<file path="src/rtl/daq_event_framer.sv">
// Frames ASoC sample events into 32-bit DAQ words: header, packed sample pairs, optional pad, trailer.
// Optional feature: define DAQ_FRAMER_CHECKSUM_EN to append an XOR checksum word after each trailer.
module daq_event_framer #(
  parameter int SAMPLE_W    = 12,
  parameter int MAX_SAMPLES = 1024
) (
  input  logic                clk_sys,
  input  logic                rst_sys_n,
  input  logic                s_valid,
  output logic                s_ready,
  input  logic [SAMPLE_W-1:0] s_data,
  input  logic [5:0]          s_chan,
  input  logic                s_first,
  input  logic                s_last,
  output logic [31:0]         daq_data_out,
  output logic                daq_valid,
  input  logic                daq_ready
);

  typedef enum logic [1:0] {ST_IDLE, ST_DATA, ST_TRAIL, ST_CHK} state_t;

  localparam logic [15:0] MAX_CNT = 16'(MAX_SAMPLES);

  state_t      state_q, state_d;
  logic        run_q, run_d;
  logic        valid_q, valid_d;
  logic [31:0] data_q, data_d;
  logic [15:0] evt_cnt_q, evt_cnt_d;
  logic [15:0] sample_cnt_q, sample_cnt_d;
  logic [2:0]  flags_q, flags_d;
  logic        half_q, half_d;
  logic [15:0] lane_lo_q, lane_lo_d;
  logic        pad_pend_q, pad_pend_d;
`ifdef DAQ_FRAMER_CHECKSUM_EN
  logic [31:0] csum_q, csum_d;
`endif

  logic        slot_free_s;
  logic        s_ready_s;
  logic        start_s;
  logic        proc_s;
  logic [15:0] lane_s;
  logic [15:0] cnt_c;
  logic [2:0]  flags_c;
  logic        half_c;

  // Next-state, output-slot and sample-packing logic.
  always_comb begin
    state_d      = state_q;
    run_d        = 1'b1;
    valid_d      = valid_q && !daq_ready;
    data_d       = data_q;
    evt_cnt_d    = evt_cnt_q;
    lane_lo_d    = lane_lo_q;
    pad_pend_d   = pad_pend_q;
`ifdef DAQ_FRAMER_CHECKSUM_EN
    csum_d       = csum_q;
`endif
    slot_free_s  = !valid_q || daq_ready;
    s_ready_s    = 1'b0;
    start_s      = 1'b0;
    proc_s       = 1'b0;
    lane_s       = 16'(s_data);
    cnt_c        = sample_cnt_q;
    flags_c      = flags_q;
    half_c       = half_q;

    case (state_q)
      ST_IDLE: begin
        s_ready_s = run_q && slot_free_s;
        start_s   = s_valid && s_ready_s && s_first;
      end
      ST_DATA: begin
        s_ready_s = run_q && slot_free_s;
        proc_s    = s_valid && s_ready_s;
      end
      ST_TRAIL: begin
        if (slot_free_s && pad_pend_q) begin
          data_d     = {16'h8000, lane_lo_q};
          valid_d    = 1'b1;
          pad_pend_d = 1'b0;
`ifdef DAQ_FRAMER_CHECKSUM_EN
          csum_d     = csum_q ^ {16'h8000, lane_lo_q};
`endif
        end else if (slot_free_s) begin
          data_d    = {8'h5A, 5'b00000, flags_q, sample_cnt_q};
          valid_d   = 1'b1;
          evt_cnt_d = evt_cnt_q + 16'd1;
`ifdef DAQ_FRAMER_CHECKSUM_EN
          state_d   = ST_CHK;
`else
          state_d   = ST_IDLE;
`endif
        end else begin
          state_d = ST_TRAIL;
        end
      end
`ifdef DAQ_FRAMER_CHECKSUM_EN
      ST_CHK: begin
        if (slot_free_s) begin
          data_d  = csum_q;
          valid_d = 1'b1;
          state_d = ST_IDLE;
        end else begin
          state_d = ST_CHK;
        end
      end
`endif
      default: state_d = ST_IDLE;
    endcase

    // The first sample loads the header, then falls through to normal sample handling.
    if (start_s) begin
      data_d  = {8'hA5, 2'b00, s_chan, evt_cnt_q};
      valid_d = 1'b1;
      cnt_c   = 16'd0;
      flags_c = 3'b000;
      half_c  = 1'b0;
`ifdef DAQ_FRAMER_CHECKSUM_EN
      csum_d  = 32'h0000_0000;
`endif
    end else begin
      cnt_c   = sample_cnt_q;
    end

    if (start_s || proc_s) begin
      if (proc_s && s_first) begin
        flags_c[2] = 1'b1;
      end else begin
        flags_c[2] = flags_c[2];
      end
      if (cnt_c < MAX_CNT) begin
        cnt_c = cnt_c + 16'd1;
        if (!half_c) begin
          lane_lo_d = lane_s;
          half_c    = 1'b1;
        end else begin
          data_d  = {lane_s, lane_lo_q};
          valid_d = 1'b1;
          half_c  = 1'b0;
`ifdef DAQ_FRAMER_CHECKSUM_EN
          csum_d  = csum_d ^ {lane_s, lane_lo_q};
`endif
        end
      end else begin
        flags_c[0] = 1'b1;
      end
      // A lone pending low lane is padded; the header may still own the slot, so defer then.
      if (s_last) begin
        if (half_c && start_s) begin
          pad_pend_d = 1'b1;
          flags_c[1] = 1'b1;
        end else if (half_c) begin
          data_d     = {16'h8000, lane_lo_d};
          valid_d    = 1'b1;
          flags_c[1] = 1'b1;
`ifdef DAQ_FRAMER_CHECKSUM_EN
          csum_d     = csum_d ^ {16'h8000, lane_lo_d};
`endif
        end else begin
          pad_pend_d = 1'b0;
        end
        half_c  = 1'b0;
        state_d = ST_TRAIL;
      end else begin
        state_d = ST_DATA;
      end
    end else begin
      pad_pend_d = pad_pend_d;
    end

    sample_cnt_d = cnt_c;
    flags_d      = flags_c;
    half_d       = half_c;
  end

  // State and datapath registers.
  always_ff @(posedge clk_sys or negedge rst_sys_n) begin
    if (!rst_sys_n) begin
      state_q      <= ST_IDLE;
      run_q        <= 1'b0;
      valid_q      <= 1'b0;
      data_q       <= 32'h0000_0000;
      evt_cnt_q    <= 16'd0;
      sample_cnt_q <= 16'd0;
      flags_q      <= 3'b000;
      half_q       <= 1'b0;
      lane_lo_q    <= 16'd0;
      pad_pend_q   <= 1'b0;
`ifdef DAQ_FRAMER_CHECKSUM_EN
      csum_q       <= 32'h0000_0000;
`endif
    end else begin
      state_q      <= state_d;
      run_q        <= run_d;
      valid_q      <= valid_d;
      data_q       <= data_d;
      evt_cnt_q    <= evt_cnt_d;
      sample_cnt_q <= sample_cnt_d;
      flags_q      <= flags_d;
      half_q       <= half_d;
      lane_lo_q    <= lane_lo_d;
      pad_pend_q   <= pad_pend_d;
`ifdef DAQ_FRAMER_CHECKSUM_EN
      csum_q       <= csum_d;
`endif
    end
  end

  assign s_ready      = s_ready_s;
  assign daq_data_out = data_q;
  assign daq_valid    = valid_q;

endmodule

</file>
<file path="config.mk">
export PLATFORM = sky130hd
export DESIGN_NAME = daq_event_framer
export DESIGN_NICKNAME = d
export VERILOG_FILES = /design/src/rtl/daq_event_framer.sv
export SDC_FILE = /design/constraint.sdc
export NUM_CORES = 1
export LEC_CHECK = 0
export CORE_MARGIN = 1
export CORE_UTILIZATION = 55
export DETAILED_ROUTE_END_ITERATION = 10
export PLACE_DENSITY = 0.77
export SLEW_MARGIN = 20
export SYNTH_ARGS = -nofsm -noshare
export SYNTH_HDL_FRONTEND = slang
export SYNTH_SLANG_ARGS = --single-unit
export TNS_END_PERCENT = 10
</file>
<file path="constraint.sdc">
create_clock -name clk_sys -period 3 [get_ports clk_sys]
set_input_delay 0.3 -clock clk_sys [delete_from_list [all_inputs] [get_ports clk_sys]]
set_output_delay 0.3 -clock clk_sys [all_outputs]
set_load 0.05 [all_outputs]
</file>
# Word-level counts from Yosys, hierarchy flattened
# Index checks and enable logic that the tools add are counted.
# totals
mem_bits_ro	0
elab_cells	85
n_memories	0
ff_bits	89
inputBits	24
latchBits	0
ram_bits	0
output_inout_bits	34
# op_classes
n_reduce_logical	15
n_mul	0
n_eq_ne	4
n_div	0
shifts	0
order_cmp	1
bitwise_logic	1
addsub	2
mux	52
# op_table
cell	n
32-bit two-way mux	10
16-bit two-way mux	5
16-bit by 1-bit adder with 16-bit output (second input constant)	2
1-bit two-way mux	30
16-bit by 11-bit < comparator with 1-bit output (second input constant)	1
2-bit two-way mux	4
1-bit logical AND	7
3-bit two-way mux	2
2-bit case mux with 2 select lines	1
3-bit inequality test (second input constant)	1
3-bit AND reduction	1
2-bit by 1-bit equality test with 1-bit output (second input constant)	1
2-bit equality test (second input constant)	1
1-bit zero test	2
2-bit zero test	1
1-bit logical OR	2
2-bit by 1-bit inequality test with 1-bit output (second input constant)	1
2-bit AND reduction	1
2-bit OR reduction	1
1-bit NOT	1

# Logic depth before layout (Yosys ltp)
# Gate-level depths: netlist of run 1.
# depth
ltp_word	14
depth_mapped	9
depth_no_buf	8

# Least setup slack after synthesis of run 1
# OpenSTA, ideal clock, no wires.
# synth_timing
path_type	register to register
start	register valid_q, in the netlist daq_valid
end	register sample_cnt_q[8]
stages_incl_launch_ff	10
arrival_time_ps	2196
period_less_slack_ps	2317
path_buffers	1
t_required_ps	2879
path_slack_ps	683
setup_time_ps	121
path_cell_list	dfrtp_1 nand2b_1 nand4_1 clkbuf_1 and2_1 ha_1 nand4_1 nor4_1 xnor2_1 nor2_1
# synth_via
elab_chain_cells	10
elab_cells_between_ends	13
classes_between	add/sub (1); order compare (1); mux (5); reduce/logical (6)
# synth_lines
item	line	text
from (decl)	26	logic valid_q, valid_d;
from (signal assigned)	196	valid_q <= valid_d;
1-bit zero test *	59	slot_free_s = !valid_q || daq_ready;
1-bit logical OR *	59	
1-bit logical AND *	70, 74	
1-bit logical AND *	71, 75	
1-bit logical AND	71	start_s = s_valid && s_ready_s && s_first;
1-bit two-way mux	68	case (state_q)
16-bit two-way mux	113	if (start_s) begin
16-bit by 1-bit adder with 16-bit output / 16-bit by 11-bit < comparator with 1-bit output (equally long branches)	133, 132	
16-bit two-way mux	132	if (cnt_c < MAX_CNT) begin
16-bit two-way mux *	126	if (start_s || proc_s) begin
named net cnt_c[8]	43	logic [15:0] cnt_c;
to (signal assigned)	199	sample_cnt_q <= sample_cnt_d;
to (decl)	29	logic [15:0] sample_cnt_q, sample_cnt_d;
# The timed path passes the listed nets; every way through them passes the cells marked *.
# A chain may end at the register's enable or synchronous reset.

# Final worst setup path of run 1
# layout_timing
start	register sample_cnt_q[15]
end	register data_q[6], in the netlist daq_data_out[6]
# layout_via
elab_chain_cells	8
elab_cells_between_ends	11
classes_between	order compare (1); mux (9); reduce/logical (1)
# layout_lines
item	line	text
16-bit two-way mux *	113	
16-bit by 11-bit < comparator with 1-bit output *	132	
1-bit two-way mux	132	
1-bit two-way mux	126	
32-bit two-way mux / 1-bit logical AND (equally long branches)	153, 150	
32-bit two-way mux	150	if (half_c && start_s) begin
32-bit two-way mux *	149	if (s_last) begin
32-bit two-way mux *	126	
named net data_d[6]	27	logic [31:0] data_q, data_d;
to (signal assigned)	197	data_q <= data_d;
to (decl)	27	
# The timed path passes the listed nets; every way through them passes the cells marked *. The select of a mux whose other input is x is not followed.

==> out/results.txt, run 1 <==
The count of boundary I/O pins is 58, and the floorplan die height is 93.9 µm. The critical path is of the register to register type. For this configuration, the core starts out at a cell density of 56.6%. Cell internal power was estimated by the tool at 2.94 mW. The number of vias after detailed routing is 4,155, and the number of antenna diodes is 0.

The flow ran to the end, and the final reports show no timing, DRC or antenna violations. Among cell families on the critical path, the largest total delay comes from simple AND/OR/NAND/NOR gates. The buffers plus inverters on the worst setup path is 2. The layout overhead on the synthesized area was 20.1%; the number of violations of the max-capacitance limit was 0.

Per report_power, the clock group accounts for 15.5% of the total. The run gives 89 as the count of clock tree sinks. Setup violations remaining at the end of the flow were counted as 0. The largest total area in the synthesized netlist belongs to sky130_fd_sc_hd__dfrtp_1. Setup repair after global routing left no endpoint under its margin.

The most used flip-flop cell after synthesis was sky130_fd_sc_hd__dfrtp_1. Dividing the final minimum period by the clock period gives 82.6%. The via count of the first global-routing pass is 4,054, and the share of layout cells above drive strength 1 is 10.5%.

For the total nets after synthesis, the log shows 495. For this design, the slowest cell found on the critical path is sky130_fd_sc_hd__nor4_1. Subtracting the final worst setup slack from the clock period gives 2480 ps.

The most common cell after layout, fill and taps aside is sky130_fd_sc_hd__dfrtp_1. The startpoint kind of the worst setup timing path is a register. The net switching power figure was 2.35 mW; the global route total overflow was 0. In the final timing run, aggregate negative setup slack is 0 ps.

In the final layout, flip-flops and latches occupy 0.00223 mm². The run gives 57 as the count of different cell masters after synthesis. Of the total power, the share spent switching nets is 44.5%.

For the worst-skew pair later-pin latency, the log shows 360 ps. The tools report the DRC marker count from the first detailed-route iteration as 354. The signal on the critical path passes through nor4_1, nand3b_1, buf_4, a211oi_2, buf_4, nand2_1, o211ai_1. The pre-antenna-repair detailed-routing pass consisted of 5 iterations. The initialized floorplan defines 33 standard-cell rows.

The placed standard-cell area was 0.00538 mm². The setup slack after layout was 521 ps; the number of buffers between clock root and the deepest sink was 2. The delay of the slowest cell on the worst path came out at 570 ps. The multi-input combinational cells in the finished layout cover a total of 0.00229 mm².

Dividing total power by cell area gives a power density of 948 mW/mm². Dividing the detail-routed wire length by the instance count gives 20.7 µm. Data on the critical path is required at its endpoint by 3270 ps. The tools report the post-cts resize count as 0. The logs give 0.00822 mm² for the placeable core area and 32.3% for the total routing usage reported by global routing. In this run the number of H-tree levels came out at 3. Worst slew slack as a fraction of its limit: 45.3%. Ranked by total cell area, the synthesized netlist is headed by sky130_fd_sc_hd__dfrtp_1 48%, sky130_fd_sc_hd__mux2i_1 4.5%, sky130_fd_sc_hd__nor2_1 4.0%, sky130_fd_sc_hd__mux2_2 3.6%, sky130_fd_sc_hd__a211oi_1 3.2%.

The library cells used most frequently in the layout, excluding fill and tap cells, are 89 x sky130_fd_sc_hd__dfrtp_1, 55 x sky130_fd_sc_hd__clkdlybuf4s50_1, 49 x sky130_fd_sc_hd__nor2_1, 31 x sky130_fd_sc_hd__nand2_1, 28 x sky130_fd_sc_hd__nor3_1. Counting flops and latches in the post-synthesis netlist gives 89. After synthesis, flip-flops and latches occupy 47.9% of the total area.

For the warning count from the yosys run, the log shows 0. The placer congestion estimate came out at 0.902. STA classifies the critical path endpoint as a register. Of all flip-flops after synthesis, the portion carrying an async set or reset was 100%.

In this run the remaining antenna-violating nets after routing total 0. Counting the fill cells in the layout gives 635. TritonCTS built the clock tree.

Sequential cells account for 36.1% of the total power. The area enclosed by the die boundary was 0.00882 mm². Entering global routing, the biggest net connects 50 pins.

The worst supply voltage drop on vdd is 500 µV, and the detail-routed via count per cell is 6.50. The logs give 2750 ps for the arrival time at the worst endpoint and 0 for the final max-slew violation count. The net count of the finished layout is 555. The run gives 21,200 µm as the global-route wire length before repair. The classification of the worst-slack hold path was input port to asynchronous set/reset pin. The maximum fanout count along the critical path came out at 11. The synthesized design contains 0 enable-type register cells.

Power comes to 5.29 mW. The count of final hold-check violations was 0; the post-route clock skew was 9.72 ps. At the pin with the least slew margin, the transition time is 817 ps. A synthesized cell averages 9.91 µm². In this run the biggest area consumer among cell types represents 47.9% of the synthesized area. Wires add up to 13,200 µm.

The number of antenna violations at the first check in global routing is 0, and the width of the chip is 93.9 µm. With fillers left out, the area of the finished cells amounts to 0.00558 mm². Clock-pin slew was measured on the worst setup and hold paths at 90 ps. Once detailed placement completed, the half-perimeter wirelength came to 9220 µm. Summing every instance area after synthesis gives 0.00465 mm². Worst setup timing slack at the placement stage: 433 ps. Port buffering added 57 buffers. Based on the critical path, the design can be clocked at up to 403 MHz. The number of standard cells after synthesis came out at 469. Most repeated library cell on the critical path: sky130_fd_sc_hd__buf_4. The leakage power was 2.33 nW.

The number of clock buffers added by TritonCTS is 9. The run gives 48.3% as the combinational power share. The cell at the root of the clock tree is sky130_fd_sc_hd__clkbuf_8. For this run, design rule violations remaining after detail routing come to 0.
-- what timing repair did --
| item | in CTS | in global routing |
|---|---|---|
| endpoints found under the setup margin | 0 | 0 |
| setup buffers | 0 | 0 |
| endpoints found under the hold margin | 40 | 0 |
| hold buffers | 1 | 0 |
-- state kept, by name (all words and copies together), names as in the netlist --
name          count
daq_data_out     32
evt_cnt_q        16
half_q            1
flags_q           3
lane_lo_q        16
pad_pend_q        1
daq_valid         1
sample_cnt_q     16
state_q           2
run_q             1
-- layout make-up --
cell class / count / share of cell area (%)
Clock buffer: 12 / 2.42
Sequential cell: 89 / 39.9
Timing Repair Buffer: 76 / 13.0
Multi-Input combinational cell: 347 / 41.0
Clock inverter: 4 / 0.964
Inverter: 6 / 0.403
Tap cell: 105 / 2.35
-- power by group through the flow --
stage	combinational (mW)	clock, mW	sequential [mW]
floorplan	1.09	0	2.51
global placement	2.48	0	1.90
detailed placement	2.53	0	1.92
CTS	2.54	0.828	1.90
global route	2.72	0.880	1.96
finish	2.56	0.821	1.91
-- kinds of logic after synthesis --
kind of cell,share of synthesized area (%)
AOI/OAI and AO/OA,16.6
xor gates and xnor gates,4.52
adders and majority gates,0.538
buffers and inverters,2.85
DFF,47.9
muxes,8.16
other,0.0807
and+or+nand+nor,19.3
-- routing by layer --
metal | GRT usage [%] | wire, µm | up-vias
li1 | - | - | 1837
met3 | 5.99 | 1070 | 33
met1 | 43.9 | 5550 | 2060
met5 | 0 | 0 | -
met2 | 50.1 | 6200 | 225
met4 | 15.3 | 431 | 0
-- worst register-to-register path: cells and delay by family (launching register included) --
family                 cells  cell delay, ps
buffers and inverters      2             540
flip-flops                 1             410
AO/OA/AOI/OAI              2             580
AND/OR/NAND/NOR            3             860
-- through the flow --
step | hold WS [ps] | util (%) | std cells
finish | 468 | 67.9 | 639
CTS | 486 | 67.9 | 639
floorplan | 4.41 | - | 469
global route | 511 | 67.9 | 639
detailed placement | 327 | 65.5 | 622
global placement | 326 | 65.5 | 622
-- cell usage after synthesis (all sizes together) (3+ instances only) --
| library cell | n |
|---|---|
| and2 | 10 |
| a211oi | 21 |
| a22o | 3 |
| or3 | 4 |
| nand2 | 31 |
| and4 | 3 |
| o21a | 4 |
| mux2i | 21 |
| o21ai | 19 |
| o31ai | 6 |
| mux2 | 15 |
| a31oi | 3 |
| xor2 | 7 |
| and3 | 5 |
| inv | 5 |
| dfrtp | 89 |
| nor3 | 29 |
| nor2 | 51 |
| clkbuf | 21 |
| nor4 | 6 |
| a221o | 6 |
| nor2b | 10 |
| xnor2 | 17 |
| buf | 6 |
| nand4 | 10 |
| nand3 | 11 |
| a21oi | 13 |
| o311ai | 3 |
| o211ai | 9 |
| a22oi | 3 |
| nand2b | 3 |
-- worst paths after layout --
check / end / slack (ps) / depth (start not counted) / from
worst min register to register: evt_cnt_q[15]$_DFFE_PN0P_ / 500 / 1 / evt_cnt_q[15]$_DFFE_PN0P_
max in group asynchronous: sample_cnt_q[4]$_DFF_PN0_ / 1880 / 3 / rst_sys_n
worst min-delay path: evt_cnt_q[12]$_DFFE_PN0P_ / 470 / 2 / rst_sys_n
worst max register to register: daq_data_out[6]$_DFF_PN0_ / 520 / 7 / sample_cnt_q[15]$_DFF_PN0_
worst max-delay path: daq_data_out[6]$_DFF_PN0_ / 520 / 7 / sample_cnt_q[15]$_DFF_PN0_
min in group clk_sys: evt_cnt_q[15]$_DFFE_PN0P_ / 500 / 1 / evt_cnt_q[15]$_DFFE_PN0P_
No activity file was read; power rests on OpenSTA's default activity.
==> run 2, diff against run 1 <==
==> constraint.sdc (replaced) <==
create_clock -name clk_sys -period 2.43 [get_ports clk_sys]
set_input_delay 0.243 -clock clk_sys [delete_from_list [all_inputs] [get_ports clk_sys]]
set_output_delay 0.243 -clock clk_sys [all_outputs]
set_load 0.05 [all_outputs]
==> run 2 against run 1 <==
  * Global-route usage grew 1.2 points
  * Non-clock buffer count grew 21
  * Total power grew 30%
  * Sequential power grew 24%
  * Clock power grew 51%
  * Setup slack lost 380 ps
  * Critical endpoint is now daq_data_out[2]$_DFF_PN0_
  * Largest power group unchanged
  * Critical path type unchanged
==> out/results.txt, run 2 (synthesis results as in run 1) <==
In this run the critical register-to-register path is launched from sample_cnt_q[15]$_DFF_PN0_. Setup repair after global routing left no endpoint under its margin. The share of layout cells above drive strength 1 was 14.2% (+3.7 points).

The required time at the worst-slack endpoint was 2670 ps (-600 ps). The final sum of negative setup slack is 0 ps (unchanged). Placer congestion estimate: 0.922 (+2.3%).

The maximum clock rate was 437 MHz (+8.3%); the post-route clock skew was 7.81 ps (-1.91 ps). The tools report the number of vias after detailed routing as 4,239 (+2.0%). For the number of buffers created by CTS, the log shows 9 (unchanged). The clock transition time at the flip-flop clock pins of the worst setup and hold paths was 90 ps (about the same). Slack of the worst reg-to-reg path: 140 ps (-380 ps). The number of antenna violations at the first check in global routing is 0 (unchanged), and the width of the chip is 93.9 µm (unchanged).

The tools report the count of standard-cell rows as 33 (unchanged). The arrival time at the worst endpoint was 2530 ps (-220 ps); the count of final hold-check violations was 0 (unchanged). The number of flip-flops in the largest register came out at 32 (unchanged). The final critical delay including setup and external delays works out to 2290 ps (-191 ps). The maximum fanout count along the critical path is 7 (-4).

The tools report the worst hold-check slack as 409 ps (-58.9 ps). The critical path is of the register to register type. The leakage power is 2.46 nW (+5.5%).

The tree is rooted in a sky130_fd_sc_hd__clkbuf_8. The detail-routed via count per cell came out at 6.42 (-1.2%). The endpoint identified for the worst register-to-register timing path is daq_data_out[2]$_DFF_PN0_. For the global-route wire length before repair, the log shows 21,900 µm (+3.1%). The tools report the post-cts resize count as 0 (unchanged). Power density normalized to cell area: 1190 mW/mm² (+25%). The final cycle utilization of the critical path came out at 94.1% (+12 points). The final max-slew violation count was 0 (unchanged). The number of port buffers was 57 (unchanged).

The floorplan die height came out at 93.9 µm (unchanged). Placed standard-cell area: 0.00553 mm² (+2.7%). The via count of the first global-routing pass is 4,074 (+0.49%). The run gives 4 (-1) as the number of detailed-route iterations in the first pass. The number of violations of the max-capacitance limit is 0 (unchanged), and the number of nets still failing antenna checks after routing is 0 (unchanged). The global route total overflow is 0 (unchanged), and the number of endpoints failing setup at the final stage is 0 (unchanged). The area enclosed by the die boundary was 0.00882 mm² (unchanged); the worst setup timing slack at the placement stage was 198 ps (-236 ps). The power consumption was 6.86 mW (+30%); the H-tree depth was 3 (unchanged). The worst hold path belongs to the class input port to asynchronous set/reset pin. The run gives 0.00822 mm² (unchanged) as the placeable core area. The flow ran to the end, and the final reports show no timing, DRC or antenna violations. The logs give 89 (unchanged) for the count of clock tree sinks and 0.00578 mm² (+3.6%) for the total non-filler cell area in the finished layout. The run gives 0 (unchanged) as the number of post-CTS setup repair buffers. The most common cell after layout, fill and taps aside was sky130_fd_sc_hd__dfrtp_1. Number of antenna diodes: 0 (unchanged). STA classifies the critical path endpoint as a register.

Traced cell by cell, the critical path runs through or4_4, o41a_1, nor2_4, nor3_1, a221o_1. For the setup slack after layout, the log shows 142 ps (-379 ps). The cell family contributing the most delay on the critical path is simple AND/OR/NAND/NOR gates. TritonCTS built the clock tree. The count of nets after finishing is 576 (+3.8%). The worst slew slack as a fraction of its limit came out at 58.4% (+13 points). The run gives 0 (unchanged) as the count of unresolved DRC violations after routing.

Leaving out fill and tap cells, the most frequent cells in the layout are 89 x sky130_fd_sc_hd__dfrtp_1, 55 x sky130_fd_sc_hd__clkdlybuf4s50_1, 49 x sky130_fd_sc_hd__nor2_1, 41 x sky130_fd_sc_hd__buf_4, 31 x sky130_fd_sc_hd__nand2_1. DRC marker count from the first detailed-route iteration: 380 (+7.3%). Slowest library cell on the worst path: sky130_fd_sc_hd__or4_4. The tools report the worst-skew pair later-pin latency as 360 ps (about the same). The slew at the pin closest to its max-slew limit was 623 ps (-194 ps).

The tools report the count of boundary I/O pins as 58 (unchanged). The worst supply voltage drop on vdd came out at 862 µV (+72%). The run gives 33.5% (+1.2 points) as the total routing usage reported by global routing. The buffers plus inverters on the worst setup path was 0 (-2); the number of buffers between clock root and the deepest sink was 2 (unchanged).

STA classifies the critical path startpoint as a register. The final routed wirelength across all metal layers was 14,000 µm (+5.6%); the layout overhead on the synthesized area was 24.4%. Delay of the slowest cell on the worst path: 570 ps (about the same). Length in cells of the worst reg-to-reg path: 5 (-2). The post-DP HPWL is 10,000 µm (+8.5%).

The logs give 56.6% (unchanged) for the effective utilization at floorplan and 43 (-14%) for the largest net degree at the start of global routing. The count of hold-fix buffers inserted at cts came out at 1 (unchanged). Detailed-route wire length per cell: 21.2 µm (+2.3%).
## run 2: changes by cell type in the layout (fill, tap and decap cells not counted), sizes merged
cell | previous run | this run
bufinv | 1 | 3
clkbuf | 12 | 10
inv | 5 | 6
clkinvlp | 2 | 1
buf | 20 | 41
## run 2: report_power, final
group	internal (mW)	switching, mW	total [mW]
Sequential	1.93	0.443	2.37
Combinational	1.27	1.97	3.25
Clock	0.689	0.547	1.24
## run 2: final cells by class
| cell class | count | area, µm² |
|---|---|---|
| Tap cell | 105 | 131 |
| Sequential cell | 89 | 2230 |
| Clock buffer | 10 | 128 |
| Clock inverter | 6 | 115 |
| Timing Repair Buffer | 97 | 868 |
| Multi-Input combinational cell | 347 | 2290 |
| Inverter | 6 | 22.5 |
| Fill cell | 650 | 2440 |
## run 2: layer usage
metal | wire length [µm] | track usage, %
met5 | 0 | 0
met4 | 560 | 16.7
met3 | 1160 | 6.39
met2 | 6450 | 51.2
met1 | 5820 | 45.6
## run 2: metrics by stage
stage | utilization, % | cells
after floorplan | - | 469
after CTS | 70.4 | 660
after detailed placement | 67.3 | 643
final | 70.4 | 660
after global placement | 67.3 | 643
after global routing | 70.4 | 660
## run 2: worst max-delay path by stage
| stage | start | end | slack, ps | cells past startpoint |
|---|---|---|---|---|
| global route | sample_cnt_q[15]$_DFF_PN0_ | daq_data_out[4]$_DFF_PN0_ | 110 | 5 |
| CTS | sample_cnt_q[15]$_DFF_PN0_ | daq_data_out[5]$_DFF_PN0_ | 190 | 5 |
| finish | sample_cnt_q[15]$_DFF_PN0_ | daq_data_out[2]$_DFF_PN0_ | 140 | 5 |
| detailed placement | s_first | daq_data_out[0]$_DFF_PN0_ | 200 | 7 |
| floorplan | daq_valid$_DFF_PN0_ | sample_cnt_q[8]$_DFF_PN0_ | 110 | 9 |
| global placement | sample_cnt_q[15]$_DFF_PN0_ | daq_data_out[2]$_DFF_PN0_ | 230 | 5 |
==> run 3, diff against run 2 <==
--- a/config.mk
+++ b/config.mk
@@ -8,9 +8,10 @@
 export CORE_MARGIN = 1
 export CORE_UTILIZATION = 55
 export DETAILED_ROUTE_END_ITERATION = 10
+export MAX_ROUTING_LAYER = met4
 export PLACE_DENSITY = 0.77
 export SLEW_MARGIN = 20
 export SYNTH_ARGS = -nofsm -noshare
 export SYNTH_HDL_FRONTEND = slang
 export SYNTH_SLANG_ARGS = --single-unit
-export TNS_END_PERCENT = 10
+export TNS_END_PERCENT = 30
==> run 3 against run 2 <==
  * Clock skew rose by 1.8 ps
  * Clock power fell by 14%
  * Wire length fell by 2.7%
  * Worst hold slack got worse by 100 ps
  * Non-clock buffer count rose by 1
  * Via count fell by 2.1%
  * Sequential power barely moved
  * Critical path type unchanged
  * Largest power group unchanged
==> out/results.txt, run 3 (synthesis results as in run 1) <==
The flow ran to the end, and the final reports show no timing, DRC or antenna violations. Placer congestion estimate: 0.936 (+1.5%). The width of the chip was 93.9 µm (unchanged); the number of flip-flops in the largest register was 32 (unchanged). The count of final hold-check violations was 0 (unchanged).

The library cells used most frequently in the layout, excluding fill and tap cells, are 89 x sky130_fd_sc_hd__dfrtp_1, 55 x sky130_fd_sc_hd__clkdlybuf4s50_1, 49 x sky130_fd_sc_hd__nor2_1, 39 x sky130_fd_sc_hd__buf_4, 31 x sky130_fd_sc_hd__nand2_1. STA classifies the critical path endpoint as a register. For the effective utilization at floorplan, the log shows 56.6% (unchanged). The count of boundary I/O pins was 58 (unchanged); the count of hold-fix buffers inserted at cts was 1 (unchanged). The length in cells of the worst reg-to-reg path was 5 (unchanged).

Setup repair after global routing left no endpoint under its margin. The run gives 0 (unchanged) as the count of unresolved DRC violations after routing. The run gives 0 (unchanged) as the number of endpoints failing setup at the final stage.

For the number of detailed-route iterations in the first pass, the log shows 4 (unchanged). The buffers plus inverters on the worst setup path was 0 (unchanged). The worst slew slack as a fraction of its limit came out at 59.7% (+1.2 points). For the number of antenna violations at the first check in global routing, the log shows 0 (unchanged).

The logs give 0 (unchanged) for the number of post-CTS setup repair buffers and 0 (unchanged) for the number of antenna diodes. The placeable core area is 0.00822 mm² (unchanged), and the clock transition time at the flip-flop clock pins of the worst setup and hold paths is 90 ps (about the same). The power density normalized to cell area was 1160 mW/mm² (-2.3%); the slack of the worst reg-to-reg path was 180 ps (+40 ps).

For the core utilization of the finished layout, the log shows 70.4% (+0.091 points). The reg-to-reg critical path startpoint was sample_cnt_q[14]$_DFF_PN0_. The largest net degree at the start of global routing is 68 (+58%), and the H-tree depth is 3 (unchanged). The maximum clock rate is 445 MHz (+1.7%).

The worst setup path is launched from a register. The number of buffers between clock root and the deepest sink is 2 (unchanged), and the maximum fanout count along the critical path is 7 (unchanged). The slowest stage of the critical path is the sky130_fd_sc_hd__or4_4 cell. The arrival time at the worst endpoint was 2500 ps (-30 ps); the number of vias after detailed routing was 4,152 (-2.1%).

The total routing usage reported by global routing is 34.0% (+0.51 points), and the worst supply voltage drop on vdd is 669 µV (-22%). The classification of the worst-slack hold path was input port to asynchronous set/reset pin. The number of buffers created by CTS was 9 (unchanged); the final max-slew violation count was 0 (unchanged).

TritonCTS built the clock tree. The final critical delay including setup and external delays came out at 2250 ps (-38.6 ps). The area growth from synthesis to layout is 24.5%.

The DRC marker count from the first detailed-route iteration was 278 (-27%). The share of layout cells above drive strength 1 came out at 14.4% (+0.15 points). Number of nets still failing antenna checks after routing: 0 (unchanged).

Walking the worst path, the cells encountered are or4_4, o41a_1, nor2_4, nor3_1, a221o_1. The detailed-route wire length per cell is 20.6 µm (-2.8%), and the area enclosed by the die boundary is 0.00882 mm² (unchanged). The run gives 4,014 (-1.5%) as the via count of the first global-routing pass. The family with the most delay on the worst path was simple AND/OR/NAND/NOR gates.

The required time at the worst-slack endpoint came out at 2680 ps (about the same). Post-cts resize count: 0 (unchanged). The count of standard-cell rows is 33 (unchanged). The floorplan die height is 93.9 µm (unchanged), and the number of port buffers is 57 (unchanged). The count of clock tree sinks is 89 (unchanged). The worst register-to-register path ends at daq_data_out[5]$_DFF_PN0_.

The run gives 13,600 µm (-2.7%) as the final routed wirelength across all metal layers. The post-DP HPWL is 9820 µm (-1.8%). The worst-skew pair later-pin latency is 360 ps (about the same), and the slew at the pin closest to its max-slew limit is 597 ps (-26.0 ps).

The global route total overflow was 0 (unchanged). In this run the clock root is driven by a sky130_fd_sc_hd__clkbuf_8. The logs give 0 ps (unchanged) for the final sum of negative setup slack and 0 (unchanged) for the number of violations of the max-capacitance limit.

Leaving out fill and tap cells, the most frequent cell in the layout is sky130_fd_sc_hd__dfrtp_1. The post-route clock skew is 9.63 ps (+1.81 ps). The final cycle utilization of the critical path is 92.6% (-1.6 points), and the global-route wire length before repair is 21,400 µm (-2.4%). The run gives 2.46 nW (about the same) as the leakage power. The setup path with the least slack is of type register to register. The delay of the slowest cell on the worst path was 550 ps (-20 ps). The detail-routed via count per cell was 6.28 (-2.2%); the count of nets after finishing was 577 (+0.17%).
## run 3: cell count changes in the layout (fill, tap and decap cells not counted), sizes merged
cell    delta
buf        +1
bufinv     -2
clkbuf     +1
clkinv     +1
## run 3: area by class of cell
class / count / area (µm²)
fill: 626 / 2430
clock buffer: 11 / 141
sequential: 89 / 2230
timing repair buffer: 98 / 913
tap: 105 / 131
clock inverter: 5 / 63.8
multi-input combinational: 347 / 2290
inverter: 6 / 22.5
## run 3: worst register-to-register path: cells and delay by family (launching register included)
| family | cells | cell delay (ps) |
|---|---|---|
| compound gates | 2 | 740 |
| flops | 1 | 430 |
| simple gates | 3 | 980 |
## run 3: how the worst max path moves through the flow
stage	start	end	slack (ps)	depth (start not counted)
floorplan	daq_valid$_DFF_PN0_	sample_cnt_q[8]$_DFF_PN0_	110	9
global placement	s_last	daq_data_out[14]$_DFF_PN0_	180	5
detailed placement	s_last	daq_data_out[14]$_DFF_PN0_	150	5
CTS	sample_cnt_q[14]$_DFF_PN0_	daq_data_out[5]$_DFF_PN0_	200	5
global route	sample_cnt_q[15]$_DFF_PN0_	daq_data_out[8]$_DFF_PN0_	110	5
finish	sample_cnt_q[14]$_DFF_PN0_	daq_data_out[5]$_DFF_PN0_	180	5
## run 3: stage by stage
stage | cells | instance area (µm²) | total power, mW | hold WS, ps | setup slack [ps]
4_1_cts | 661 | 5790 | 6.70 | 305 | 196
3_3_place_gp | 644 | 5570 | 5.56 | 149 | 176
3_5_place_dp | 644 | 5570 | 5.63 | 159 | 152
5_1_grt | 661 | 5790 | 7.04 | 327 | 108
2_1_floorplan | 469 | 4650 | 4.45 | -52.6 | 113
6_report | 661 | 5790 | 6.71 | 307 | 181
## run 3: where the power goes
group | internal [mW] | switching (mW)
sequential | 1.93 | 0.438
combinational | 1.30 | 1.97
clock | 0.512 | 0.556
## run 3: per-layer routing
layer,wire (µm),GRT usage [%],vias to the layer above
li1,-,-,1880
met1,5570,43.2,2025
met2,6340,50.9,215
met3,1230,10.1,32
met4,473,14.1,0
met5,0,-,-
